File: src/rtl/systolic_skew_feeder.sv
// Operand feeder for a MAC array edge: skews lane i by i shift steps and sequences
// acc_rst / shift_en / acc_en for one K-vector pass. Optional stall counter: SYSTOLIC_SKEW_FEEDER_STALL_CNT_EN.
module systolic_skew_feeder #(
    parameter int unsigned LANES      = 4,
    parameter int unsigned DATA_WIDTH = 8,
    parameter int unsigned K_WIDTH    = 8
) (
    input  logic                          clk,
    input  logic                          rst,
    input  logic                          start,
    input  logic [K_WIDTH-1:0]            k_len,
    input  logic                          in_valid,
    output logic                          in_ready,
    input  logic [LANES*DATA_WIDTH-1:0]   in_data,
    output logic [LANES*DATA_WIDTH-1:0]   out_data,
    output logic                          shift_en,
    output logic                          acc_en,
    output logic                          acc_rst,
    output logic                          busy,
`ifdef SYSTOLIC_SKEW_FEEDER_STALL_CNT_EN
    output logic [31:0]                   stall_cnt,
`endif
    output logic                          done
);

    localparam int unsigned FlushLen = 2 * (LANES - 1);
    localparam int unsigned FcW      = $clog2(FlushLen + 1);

    typedef enum logic [2:0] {StIdle, StClear, StStream, StFlush, StDone} state_e;

    state_e             state_q, state_d;
    logic [K_WIDTH-1:0] k_q, k_d;
    logic [K_WIDTH-1:0] acc_cnt_q, acc_cnt_d;
    logic [FcW-1:0]     flush_cnt_q, flush_cnt_d;
    logic               shift_en_q, shift_en_d;
    logic               acc_en_q, acc_en_d;
    logic               acc_rst_q, acc_rst_d;
    logic               busy_q, busy_d;
    logic               done_q, done_d;
    logic               accept;
    logic               shift_step;

    assign in_ready   = (state_q == StStream);
    assign accept     = in_ready & in_valid;
    // Flush steps shift zeros so the tail of every lane drains out of the chains.
    assign shift_step = accept | (state_q == StFlush);

    always_ff @(posedge clk or posedge rst) begin
        if (rst) begin
            state_q     <= StIdle;
            k_q         <= '0;
            acc_cnt_q   <= '0;
            flush_cnt_q <= '0;
            shift_en_q  <= 1'b0;
            acc_en_q    <= 1'b0;
            acc_rst_q   <= 1'b0;
            busy_q      <= 1'b0;
            done_q      <= 1'b0;
        end else begin
            state_q     <= state_d;
            k_q         <= k_d;
            acc_cnt_q   <= acc_cnt_d;
            flush_cnt_q <= flush_cnt_d;
            shift_en_q  <= shift_en_d;
            acc_en_q    <= acc_en_d;
            acc_rst_q   <= acc_rst_d;
            busy_q      <= busy_d;
            done_q      <= done_d;
        end
    end

    always_comb begin
        state_d     = state_q;
        k_d         = k_q;
        acc_cnt_d   = acc_cnt_q;
        flush_cnt_d = flush_cnt_q;
        unique case (state_q)
            StIdle: begin
                if (start) begin
                    k_d         = k_len;
                    acc_cnt_d   = '0;
                    flush_cnt_d = '0;
                    state_d     = StClear;
                end
            end
            StClear: begin
                state_d = (k_q != '0) ? StStream : StDone;
            end
            StStream: begin
                if (accept) begin
                    if (acc_cnt_q == k_q - K_WIDTH'(1)) begin
                        state_d = StFlush;
                    end else begin
                        acc_cnt_d = acc_cnt_q + K_WIDTH'(1);
                    end
                end
            end
            StFlush: begin
                if (flush_cnt_q == FcW'(FlushLen - 1)) begin
                    state_d = StDone;
                end else begin
                    flush_cnt_d = flush_cnt_q + FcW'(1);
                end
            end
            StDone: begin
                state_d = StIdle;
            end
            default: begin
                state_d = StIdle;
            end
        endcase
    end

    // Registered outputs trail the state by one cycle, so the done pulse lands
    // after the final presentation; busy is stretched to cover that cycle.
    always_comb begin
        shift_en_d = shift_step;
        acc_en_d   = shift_step;
        acc_rst_d  = (state_q == StClear);
        done_d     = (state_q == StDone);
        busy_d     = (state_d != StIdle) | (state_q == StDone);
    end

    assign shift_en = shift_en_q;
    assign acc_en   = acc_en_q;
    assign acc_rst  = acc_rst_q;
    assign busy     = busy_q;
    assign done     = done_q;

    for (genvar i = 0; i < int'(LANES); i++) begin : g_lane
        logic [DATA_WIDTH-1:0] chain_q [i+1];
        logic [DATA_WIDTH-1:0] chain_d [i+1];
        logic [DATA_WIDTH-1:0] lane_in;

        assign lane_in = accept ? in_data[i*DATA_WIDTH +: DATA_WIDTH] : '0;

        always_comb begin
            chain_d = chain_q;
            if (shift_step) begin
                chain_d[0] = lane_in;
                for (int j = 1; j <= i; j++) begin
                    chain_d[j] = chain_q[j-1];
                end
            end
        end

        always_ff @(posedge clk or posedge rst) begin
            if (rst) begin
                for (int j = 0; j <= i; j++) begin
                    chain_q[j] <= '0;
                end
            end else begin
                chain_q <= chain_d;
            end
        end

        assign out_data[i*DATA_WIDTH +: DATA_WIDTH] = chain_q[i];
    end

`ifdef SYSTOLIC_SKEW_FEEDER_STALL_CNT_EN
    logic [31:0] stall_cnt_q, stall_cnt_d;

    always_comb begin
        stall_cnt_d = stall_cnt_q;
        if (state_q == StIdle && start) begin
            stall_cnt_d = '0;
        end else if (state_q == StStream && !in_valid && stall_cnt_q != 32'hFFFF_FFFF) begin
            stall_cnt_d = stall_cnt_q + 32'd1;
        end
    end

    always_ff @(posedge clk or posedge rst) begin
        if (rst) begin
            stall_cnt_q <= '0;
        end else begin
            stall_cnt_q <= stall_cnt_d;
        end
    end

    assign stall_cnt = stall_cnt_q;
`endif

endmodule

File: config.mk
export PLATFORM = sky130hd
export DESIGN_NAME = systolic_skew_feeder
export DESIGN_NICKNAME = d
export VERILOG_FILES = /design/src/rtl/systolic_skew_feeder.sv
export SDC_FILE = /design/constraint.sdc
export NUM_CORES = 1
export LEC_CHECK = 0
export ABC_AREA = 1
export CAP_MARGIN = 20
export CORE_MARGIN = 4
export CORE_UTILIZATION = 57
export DETAILED_ROUTE_END_ITERATION = 16
export GPL_TIMING_DRIVEN = 1
export PLACE_DENSITY_LB_ADDON = 0.08
export SLEW_MARGIN = 0
export SYNTH_ARGS = -nofsm -noshare
export SYNTH_HDL_FRONTEND = slang
export SYNTH_SLANG_ARGS = --single-unit
File: constraint.sdc
create_clock -name clk -period 9.9 [get_ports clk]
set_clock_uncertainty 0.05 [all_clocks]
set_input_delay 1.485 -clock clk [delete_from_list [all_inputs] [get_ports clk]]
set_output_delay 1.485 -clock clk [all_outputs]
set_load 0.02 [all_outputs]
# After elaboration in Yosys (flattened, before gate mapping)
# Cells that the tools add are included.
[op_classes]
add_sub_neg = 3
eq_ne = 10
muxes = 17
n_bitwise = 3
reduce_logical = 8
[op_table]
columns = ["operator", "count"]
rows = [
  ["$mux W8", 7],
  ["$mux W3", 7],
  ["$pmux W8 S2", 1],
  ["$pmux W3 S4", 1],
  ["$add A8 B1 Y8 const B", 1],
  ["$eq A8 B8 Y1", 1],
  ["$reduce_bool A8 Y1", 1],
  ["$sub A8 B1 Y8 const B", 1],
  ["$eq A3 B2 Y1 const B", 2],
  ["$eq A3 B3 Y1 const B", 2],
  ["$ne A2 B2 Y1 const B", 3],
  ["$pmux W3 S2", 1],
  ["$reduce_and A4 Y1", 1],
  ["$reduce_bool A2 Y1", 2],
  ["$add A3 B1 Y3 const B", 1],
  ["$eq A3 B1 Y1 const B", 1],
  ["$logic_not A3 Y1", 1],
  ["$reduce_and A3 Y1", 1],
  ["$reduce_bool A3 Y1", 1],
  ["$ne A2 B1 Y1 const B", 1],
  ["$or A1 B1 Y1", 2],
  ["$reduce_and A2 Y1", 1],
  ["$and A1 B1 Y1", 1],
]
[word_totals]
regBits = 106
input_bits = 44
out_inout_bits = 38
wordCells = 59

# Depth between registers and ports, before layout
[logic_depth]
ltp_word = 7
mapped_depth = 13

# Least setup slack after synthesis
# OpenSTA, ideal clock, no wires.
[synth_path]
path_kind = "register to output"
from = "register state_q[2]"
to = "output port in_ready"
arrival_time_ps = 788
required_time_ps = 8365
path_slack_ps = 7577
path_stages_with_launch = 4
path_buffers = 0
path_cell_list = "dfrtp_1 > nor2_2 > nand2_4 > inv_2"
[synth_between]
elab_chain_cells = 1
[synth_rtl]
columns = ["element", "line", "text"]
rows = [
  ["start, declared", "31", "state_e state_q, state_d;"],
  ["start signal, assigned", "50", "state_q <= StIdle;"],
  ["start signal, assigned", "60", "state_q <= state_d;"],
  ["$eq A3 B2 Y1", "43", "assign in_ready = (state_q == StStream);"],
  ["end, declared", "13", "output logic in_ready,"],
]
# No other way between the ends.

# Final worst setup path
[layout_path]
from = "input port in_valid"
to = "register g_lane[1].chain_q[10] in the netlist's numbering"
[layout_between]
elab_chain_cells = 2
elab_cells_between_ends = 3
cone_classes = "1 x mux; 2 x bitwise"
[layout_rtl]
columns = ["element", "line", "text"]
rows = [
  ["start, declared", "12", "input logic in_valid,"],
  ["$and A1 B1 Y1 *", "44", "assign accept = in_ready & in_valid;"],
  ["$mux W8 or $or A1 B1 Y1 (tied branches)", "135, 46", ""],
  ["end signal, assigned", "153", "chain_q <= chain_d;"],
  ["end, declared", "131", "logic [DATA_WIDTH-1:0] chain_q [i+1];"],
]
# Mark *: on every way between the ends. The rest lies on a longest branch, timed or not.
# A chain may end at the register's enable or synchronous reset.

==> flow_summary.json <==
{
  "core_area_sq_um": 7850,
  "ys.flop_type": "dfrtp_1",
  "endpoint_kind": "flop",
  "first_global_vias": 3352,
  "drive_gt1_share_pct": 5.08,
  "power.density_nw_per_um2": 290,
  "seq_area_frac_synth_pct": 56.6,
  "grtUsageTotal_pct": 19.5,
  "cp_max_fo": 81,
  "crit_buf_inv": 3,
  "setup_viol": 0,
  "final-seq-area_sq_um": 2650,
  "worstSkewPairLatency_ns": 0.36,
  "path_cells": "clkdlybuf4s50_1 > nand2_2 > inv_4 > nor2_8 > inv_4 > o21ai_0",
  "fp-row-count": 32,
  "initial_utilization_pct": 59.7,
  "synth-warning-count": 0,
  "hp-start": "g_lane[3].chain_q[15]",
  "slowest_delay_ns": 0.73,
  "start_kind": "input pin",
  "worst_ep_required_time_ns": 10.12,
  "root_buffer": "clkbuf_8",
  "place_congestion": 0.891,
  "totalWireLength_mm": 9.06,
  "nets": 634,
  "multi_input_area_sq_um": 1530,
  "viasPerCell": 5.02,
  "path_common_cell": "inv_4",
  "crit_family": "buffers and inverters",
  "hold_ws_ns": 0.428,
  "fillerInstances": 645,
  "fmax_ghz": 0.295,
  "setup_tns_ns": 0,
  "cts_num_sinks": 106,
  "rsz0062_at_grt": "false",
  "synth_fp_nets": 585,
  "cts_inserted_buffers": 9,
  "vdd_ir_drop_max_v": 0.000151,
  "cts_resized": 0,
  "design.die.area_sq_um": 9740,
  "h-tree-depth": 3,
  "cts_max_path_buffers": 2,
  "slowest_stage": "nor2_8",
  "mappedNetlistArea_sq_um": 4690,
  "areaGrowthSynthToFinish_pct": 18.7,
  "die_y_um": 98.7,
  "overflow": 0,
  "hpwl_mm": 6.03,
  "relSlewSlack_pct": 38.5,
  "drc": 0,
  "num_vias": 3472,
  "drv_cap": 0,
  "fin_ws_ns": 6.51,
  "period_needed_ns": 3.39,
  "hold_path_class": "reg -> reg",
  "status": "finished clean",
  "synth-edff-count": 0,
  "boundaryPins": 82,
  "timing.rr.start": "state_q[0]",
  "diodes": 0,
  "ys_ff_latch": 106,
  "antenna_found_initial": 0,
  "post-place-ws_ns": 6.10,
  "drtPass1Iterations": 5,
  "synthArstFlopShare_pct": 100,
  "drtIter0Drc": 174,
  "cp-startpoint": "in_valid",
  "wl_per_cell_um": 13.1,
  "p_leak_nw": 2.75,
  "cts_setup_buffers": 0,
  "final_cell_mix": "nand2_1 (190), dfrtp_1 (106), clkdlybuf4s50_1 (81)",
  "cts_hold_buf": 0,
  "synth_cell_types": 28,
  "synth_cells": 536,
  "port_buffers": 81,
  "tritoncts": "done",
  "hold_viol": 0,
  "postSynthAreaPerCell_sq_um": 8.74,
  "die_w_um": 98.7,
  "final_common_cell": "nand2_1",
  "clk_pin_slew_ns": 0.11,
  "grt_start_max_net_pins": 82,
  "fin_crit_sh_pct": 34.3,
  "slew_violations": 0,
  "critPathKind": "in -> reg",
  "antenna_left": 0,
  "cp.arrival_ns": 3.61,
  "grt_pass1_wl_mm": 15.6,
  "worst_pin_slew_ns": 0.923
}
==> logic make-up after synthesis <==
group           after synthesis  share of synthesized area, %
xor+xnor                      8                          1.49
flops                       106                          56.6
buf+inv                     100                          10.8
simple gates                246                          21.5
compound gates               71                          8.25
fa+ha+maj                     5                          1.33
==> worst reg2reg max path: stages, from the launching register on <==
cell and delay, ns:
dfrtp_1 0.42, inv_1 0.13, nand2_4 0.17, inv_2 0.06, nand2_2 0.08, inv_4 0.15
nor2_8 0.73, inv_4 0.42, o21ai_0 0.32
==> metrics by stage <==
step,total power [mW],instances,instance area [sq um],utilization (%)
floorplan,1.17,536,4690,-
global route,1.74,692,5560,70.9
CTS,1.62,692,5560,70.9
finish,1.61,692,5560,70.9
global placement,1.31,676,5350,68.1
detailed placement,1.33,676,5350,68.1
==> Yosys cell counts (5+ instances only) <==
master | number | area (sq um)
inv_1 | 52 | 195
nor3_1 | 5 | 25.0
o21ai_0 | 55 | 275
buf_2 | 12 | 60.1
nor2_1 | 21 | 78.8
o21ai_1 | 5 | 25.0
buf_4 | 25 | 188
a22o_1 | 8 | 70.1
nand3_1 | 20 | 100
ha_1 | 5 | 62.6
dfrtp_1 | 106 | 2650
nand2_1 | 190 | 713
==> state kept, by name, summed over array words and instances, names as in the netlist <==
register	cells
k_q	8
busy	1
done	1
acc_en	1
out_data	24
acc_rst	1
flush_cnt_q	3
state_q	3
g_lane.chain_q	56
acc_cnt_q	8
==> per-layer routing <==
layer,vias to the layer above,global-route usage (%),wire [um]
met5,-,0,0
met4,0,5.46,127
met3,12,3.82,499
met2,100,30.9,4160
met1,1623,27.8,4270
li1,1737,-,-
==> layout make-up <==
| class | count | area share (%) |
|---|---|---|
| Multi-Input combinational cell | 330 | 27.5 |
| Inverter | 56 | 3.91 |
| Clock buffer | 10 | 2.47 |
| Tap cell | 102 | 2.29 |
| Clock inverter | 6 | 1.42 |
| Sequential cell | 106 | 47.7 |
| Timing Repair Buffer | 82 | 14.7 |
==> path summary, 6_finish.rpt <==
| check | slack, ns | to | cells past startpoint |
|---|---|---|---|
| worst max-delay path | 6.51 | g_lane[1].chain_q[10] | 6 |
| worst min-delay path | 0.43 | out_data[31] | 2 |
| worst max register to register | 7.29 | g_lane[1].chain_q[10] | 8 |
| worst min register to register | 0.43 | out_data[31] | 2 |
| max in group asynchronous | 7.17 | out_data[9] | 3 |
| min in group asynchronous | 1.51 | acc_cnt_q[1] | 2 |
==> power by group <==
| group | switching, mW | leakage, nW | total (mW) | internal, mW |
|---|---|---|---|---|
| clock | 0.153 | 0.111 | 0.283 | 0.130 |
| sequential | 0.0873 | 1.38 | 0.675 | 0.587 |
| combinational | 0.405 | 1.26 | 0.653 | 0.247 |
| total | 0.646 | 2.75 | 1.61 | 0.965 |
Power figures use the tool's default switching activity.
